[src/rtl/mips_dmem_bridge.sv]
// Bridge from the CPU's single-cycle data port to a req/ack memory bus.
// Stalls the pipeline while a bus transaction is outstanding; timeout sets sticky err.
module mips_dmem_bridge #(
  parameter int unsigned TIMEOUT_CYCLES = 255,
  parameter logic [31:0] TIMEOUT_DATA   = 32'hDEADBEEF
) (
  input  logic        clk,
  input  logic        rst_n,
  input  logic        ext_en,
  output logic        cpu_en,
  input  logic [31:0] cpu_mem_addr,
  input  logic        cpu_mem_read_en,
  input  logic [3:0]  cpu_mem_write_en,
  input  logic [31:0] cpu_mem_write_data,
  output logic [31:0] cpu_mem_read_data,
  output logic        bus_req,
  output logic [3:0]  bus_we,
  output logic [31:0] bus_addr,
  output logic [31:0] bus_wdata,
  input  logic        bus_ack,
  input  logic [31:0] bus_rdata,
  output logic        err
);

  localparam int CW = (TIMEOUT_CYCLES > 0) ?
    $clog2(TIMEOUT_CYCLES + 1) : 1;
  localparam logic [CW-1:0] CNT_LAST = (TIMEOUT_CYCLES > 0) ?
    CW'(TIMEOUT_CYCLES - 1) : '0;
  localparam bit TO_EN = (TIMEOUT_CYCLES > 0);

  typedef enum logic {
    READY,
    WAIT
  } state_e;

  state_e        state_q, state_d;
  logic          req_q, req_d;
  logic [3:0]    we_q, we_d;
  logic [31:0]   addr_q, addr_d;
  logic [31:0]   wdata_q, wdata_d;
  logic [31:0]   rdata_q, rdata_d;
  logic          err_q, err_d;
  logic [CW-1:0] cnt_q, cnt_d;

  logic unused_addr_lsb;
  assign unused_addr_lsb = ^cpu_mem_addr[1:0];

  assign cpu_en            = ext_en & (state_q != WAIT);
  assign bus_req           = req_q;
  assign bus_we            = we_q;
  assign bus_addr          = addr_q;
  assign bus_wdata         = wdata_q;
  assign cpu_mem_read_data = rdata_q;
  assign err               = err_q;

  always_ff @(posedge clk or negedge rst_n) begin
    if (!rst_n) begin
      state_q <= READY;
      req_q   <= 1'b0;
      we_q    <= '0;
      addr_q  <= '0;
      wdata_q <= '0;
      rdata_q <= '0;
      err_q   <= 1'b0;
      cnt_q   <= '0;
    end else begin
      state_q <= state_d;
      req_q   <= req_d;
      we_q    <= we_d;
      addr_q  <= addr_d;
      wdata_q <= wdata_d;
      rdata_q <= rdata_d;
      err_q   <= err_d;
      cnt_q   <= cnt_d;
    end
  end

  always_comb begin
    state_d = state_q;
    req_d   = req_q;
    we_d    = we_q;
    addr_d  = addr_q;
    wdata_d = wdata_q;
    rdata_d = rdata_q;
    err_d   = err_q;
    cnt_d   = cnt_q;
    unique case (state_q)
      READY: begin
        if (cpu_en && (cpu_mem_read_en || (|cpu_mem_write_en))) begin
          // Strobes win over read_en: any set strobe makes it a store.
          we_d    = cpu_mem_write_en;
          addr_d  = {cpu_mem_addr[31:2], 2'b00};
          wdata_d = cpu_mem_write_data;
          req_d   = 1'b1;
          cnt_d   = '0;
          state_d = WAIT;
        end
      end
      WAIT: begin
        if (bus_ack) begin
          req_d   = 1'b0;
          state_d = READY;
          if (we_q == 4'b0000) rdata_d = bus_rdata;
        end else if (TO_EN && (cnt_q == CNT_LAST)) begin
          req_d   = 1'b0;
          err_d   = 1'b1;
          state_d = READY;
          if (we_q == 4'b0000) rdata_d = TIMEOUT_DATA;
        end else if (TO_EN) begin
          cnt_d = cnt_q + 1'b1;
        end
      end
      default: state_d = READY;
    endcase
  end

endmodule

[config.mk]
export PLATFORM = sky130hd
export DESIGN_NAME = mips_dmem_bridge
export DESIGN_NICKNAME = d
export VERILOG_FILES = /design/src/rtl/mips_dmem_bridge.sv
export SDC_FILE = /design/constraint.sdc
export NUM_CORES = 1
export LEC_CHECK = 0
export BUFFER_PORTS_ARGS = -buffer_cell sky130_fd_sc_hd__buf_2
export CAP_MARGIN = 20
export CORE_MARGIN = 4
export CORE_UTILIZATION = 42
export DETAILED_ROUTE_END_ITERATION = 10
export PLACE_DENSITY = 0.82
export SLEW_MARGIN = 10
export SYNTH_ARGS = -nofsm -noshare
export SYNTH_HDL_FRONTEND = slang
export SYNTH_SLANG_ARGS = --single-unit
export TNS_END_PERCENT = 30
[constraint.sdc]
create_clock -name clk -period 1.7 [get_ports clk]
set_clock_uncertainty 0.1 [all_clocks]
set_input_delay 0.34 -clock clk [delete_from_list [all_inputs] [get_ports clk]]
set_output_delay 0.34 -clock clk [all_outputs]
set_load 0.01 [all_outputs]
==> impl_metrics.json <==
{
  "status": "finished with violations",
  "failed_checks": "setup timing",
  "netlist_area_sq_um": 4460,
  "dr.pass1.iters": 4,
  "whs_endpoint": "bus_wdata[30]",
  "via_per_inst": 4.85,
  "hold_depth": 2,
  "finalMaxSlewViolations": 0,
  "die_w_um": 111,
  "power_density_nw_per_um2": 1310,
  "critPathLaunchType": "flip-flop",
  "final_cell_mix": "202 x buf_2, 109 x dfrtp_1, 69 x mux2_2, 26 x nand2b_1, 26 x buf_4",
  "antenna_found_initial": 0,
  "cts_max_level": 3,
  "final_nets": 653,
  "area_delta_synth_final_pct": 37.5,
  "ys_seq_elements": 109,
  "rrSetupSlack_ns": -0.11,
  "seq_area_sq_um": 2730,
  "r2r-start": "cnt_q[0]",
  "intPower_mw": 5.47,
  "wire_per_inst_um": 16.1,
  "initial_utilization_pct": 43.2,
  "root_buffer": "clkbuf_8",
  "synth_cell_type_count": 35,
  "clock-sinks": 109,
  "clk_pin_slew_ns": 0.09,
  "p_seq_share_pct": 47.7,
  "clk_path_buf_depth": 2,
  "fin_crit_sh_pct": 107,
  "ys_seq_area_share_pct": 61.2,
  "path_class": "reg2reg",
  "grt_pass1_wl_um": 17900,
  "layout_commonest_cell": "buf_2",
  "p_clk_share_pct": 17.9,
  "num_vias": 3335,
  "placeableCoreArea_sq_um": 10300,
  "hold_violations": 0,
  "worstHoldStart": "cpu_mem_write_data[30]",
  "clk_latency_ns": 0.36,
  "crit_path_max_fanout": 6,
  "drv_cap": 0,
  "critPathMaxStageDelay_ns": 0.39,
  "first_iter_violations": 134,
  "yosysWarnings": 0,
  "dpl.hpwl_um": 8110,
  "track_usage_pct": 17.8,
  "layout-drive-gt1-share_pct": 61.5,
  "path_buf_inv": 2,
  "dpl_worst_slack_ns": -0.389,
  "reg2reg_depth": 7,
  "remaining_drc_errors": 0,
  "grt_start_max_net_pins": 53,
  "cp_top_family": "flip-flops",
  "cts_buffers": 9,
  "place_area_sq_um": 5790,
  "drt-total-wl_um": 11000,
  "grt_pass1_vias": 3662,
  "cts_setup_buffers": 0,
  "gp_congestion": 0.816,
  "hold_class": "in2reg",
  "r2r_end": "cpu_mem_read_data[15]",
  "detail-route-antenna-nets": 0,
  "setup_violations": 66,
  "synth_top_area_cell": "dfrtp_1",
  "cts_tree": "yes",
  "timing.hold.ws_ns": 0.103,
  "crit_chain": "inv_1, ha_2, nand3_4, nor2_4, o211a_4, clkbuf_16, mux2_4",
  "chipHeight_um": 111,
  "fmax_ghz": 0.552,
  "peakVddDrop_uv": 533,
  "pin_count": 208,
  "avgSynthCellArea_sq_um": 14.1,
  "rows": 37,
  "die-area_sq_um": 12300,
  "critPathCaptureType": "flip-flop",
  "gr-total-overflow": 0,
  "synthCells": 317,
  "multi_input_area_sq_um": 1660,
  "finalInstanceArea_sq_um": 6130,
  "critPathArrivalTime_ns": 1.96,
  "p_leak_nw": 3.04,
  "switching_power_mw": 2.53,
  "swShare_pct": 31.6,
  "rsz0062_at_grt": "true",
  "insertedDiodeCount": 0,
  "synthTopCellsByArea": "dfrtp_1 61%, mux2_2 21%, nand2b_1 3.6%",
  "fin_crit_ns": 1.81,
  "crit_path_top_delay_cell": "dfrtp_1",
  "portBuffers": 203,
  "nFillCells": 845,
  "required_ns": 1.85,
  "combPwrFrac_pct": 34.4,
  "tns_ns": -3.13,
  "synth_top_area_share_pct": 61.2,
  "setup_ws_ns": -0.111
}
worst register-to-register path, cell delays in order (launching register included):
cell and delay (ns):
dfrtp_1 0.39, inv_1 0.07, ha_2 0.20, nand3_4 0.08, nor2_4 0.13, o211a_4 0.25
clkbuf_16 0.19, mux2_4 0.30
how the worst max path moves through the flow:
stage | from | to | slack [ns] | depth (start not counted)
CTS | cnt_q[0] | cpu_mem_read_data[0] | -0.12 | 7
finish | cnt_q[0] | cpu_mem_read_data[15] | -0.11 | 7
floorplan | cpu_mem_write_en[0] | bus_wdata[28] | -0.19 | 5
global placement | cpu_mem_write_en[0] | bus_addr[30] | -0.36 | 5
global route | cnt_q[0] | cpu_mem_read_data[18] | -0.18 | 7
detailed placement | cpu_mem_write_en[0] | bus_addr[22] | -0.39 | 5
through the flow:
step,std cells,power (mW),utilization [%]
final,687,8.00,59.4
after global routing,687,8.52,59.4
after CTS,684,7.93,57.9
after detailed placement,667,6.48,56.1
after global placement,667,6.33,56.1
after floorplan,318,5.15,-
timing repair:
| action | CTS | global route |
|---|---|---|
| hold buffers | 1 | 0 |
| cloned | 0 | 3 |
| gates resized for setup | 3 | 22 |
| pin swaps | 0 | 3 |
| endpoints found under the hold margin | 22 | 0 |
| setup endpoints to repair | 34 | 88 |
kinds of logic after synthesis:
| logic type | after synthesis | synth area share, % |
|---|---|---|
| AOI/OAI and AO/OA | 27 | 4.21 |
| xor gates and xnor gates | 1 | 0.197 |
| adders and majority gates | 2 | 0.561 |
| buffers and inverters | 30 | 3.71 |
| DFF | 109 | 61.2 |
| muxes | 87 | 22.0 |
| other | 1 | 0.0841 |
| and+or+nand+nor | 60 | 8.06 |
state kept, by name, summed over array words and instances, names as in the netlist:
name               count
bus_addr              30
bus_we                 4
bus_wdata             32
cnt_q                  8
cpu_mem_read_data     32
state_q                1
err                    1
bus_req                1
Yosys cell counts:
cell / number
buf_6: 2
o41ai_1: 1
nand2b_1: 26
o2bb2ai_1: 2
ha_1: 2
nor4_4: 1
nand2_1: 10
nor2_1: 2
buf_2: 3
mux2_1: 3
mux2_2: 84
a22o_1: 2
and3_1: 2
o21a_1: 1
o311ai_1: 1
o211a_1: 1
nor3_1: 1
o21ai_0: 10
clkbuf_1: 5
o21ai_1: 1
xor2_1: 1
a21oi_1: 3
nand4_1: 9
conb_1: 1
a21o_1: 3
or4_4: 1
buf_4: 9
nor2b_1: 2
or3_1: 1
nand3_1: 4
and2_0: 1
o21ai_4: 1
inv_1: 11
dfrtp_1: 109
a211o_1: 1
power by group through the flow:
stage	clock network (mW)	registers (mW)	logic, mW
3_5_place_dp	0	3.85	2.64
4_1_cts	1.48	3.80	2.65
2_1_floorplan	0	4.22	0.937
3_3_place_gp	0	3.79	2.54
6_report	1.44	3.81	2.75
5_1_grt	1.61	3.93	2.98
routing by layer:
| layer | part of all wire [%] | wire length [um] | GRT usage, % | up-vias |
|---|---|---|---|---|
| li1 | - | - | - | 1553 |
| met1 | 39 | 4350 | 20.1 | 1652 |
| met2 | 53 | 5880 | 32.4 | 113 |
| met3 | 5.6 | 617 | 4.86 | 17 |
| met4 | 1.7 | 186 | 5.84 | 0 |
| met5 | 0 | 0 | 0 | - |
layout make-up:
cell class              count  area share, %
flip-flops and latches    109           44.5
clock buffers              15           2.71
repair buffers            236           22.1
clock inverters             1         0.0816
well taps                 136           2.78
inverters                  11          0.674
multi-input cells         179           27.1
(Power assumes the default switching activity.)
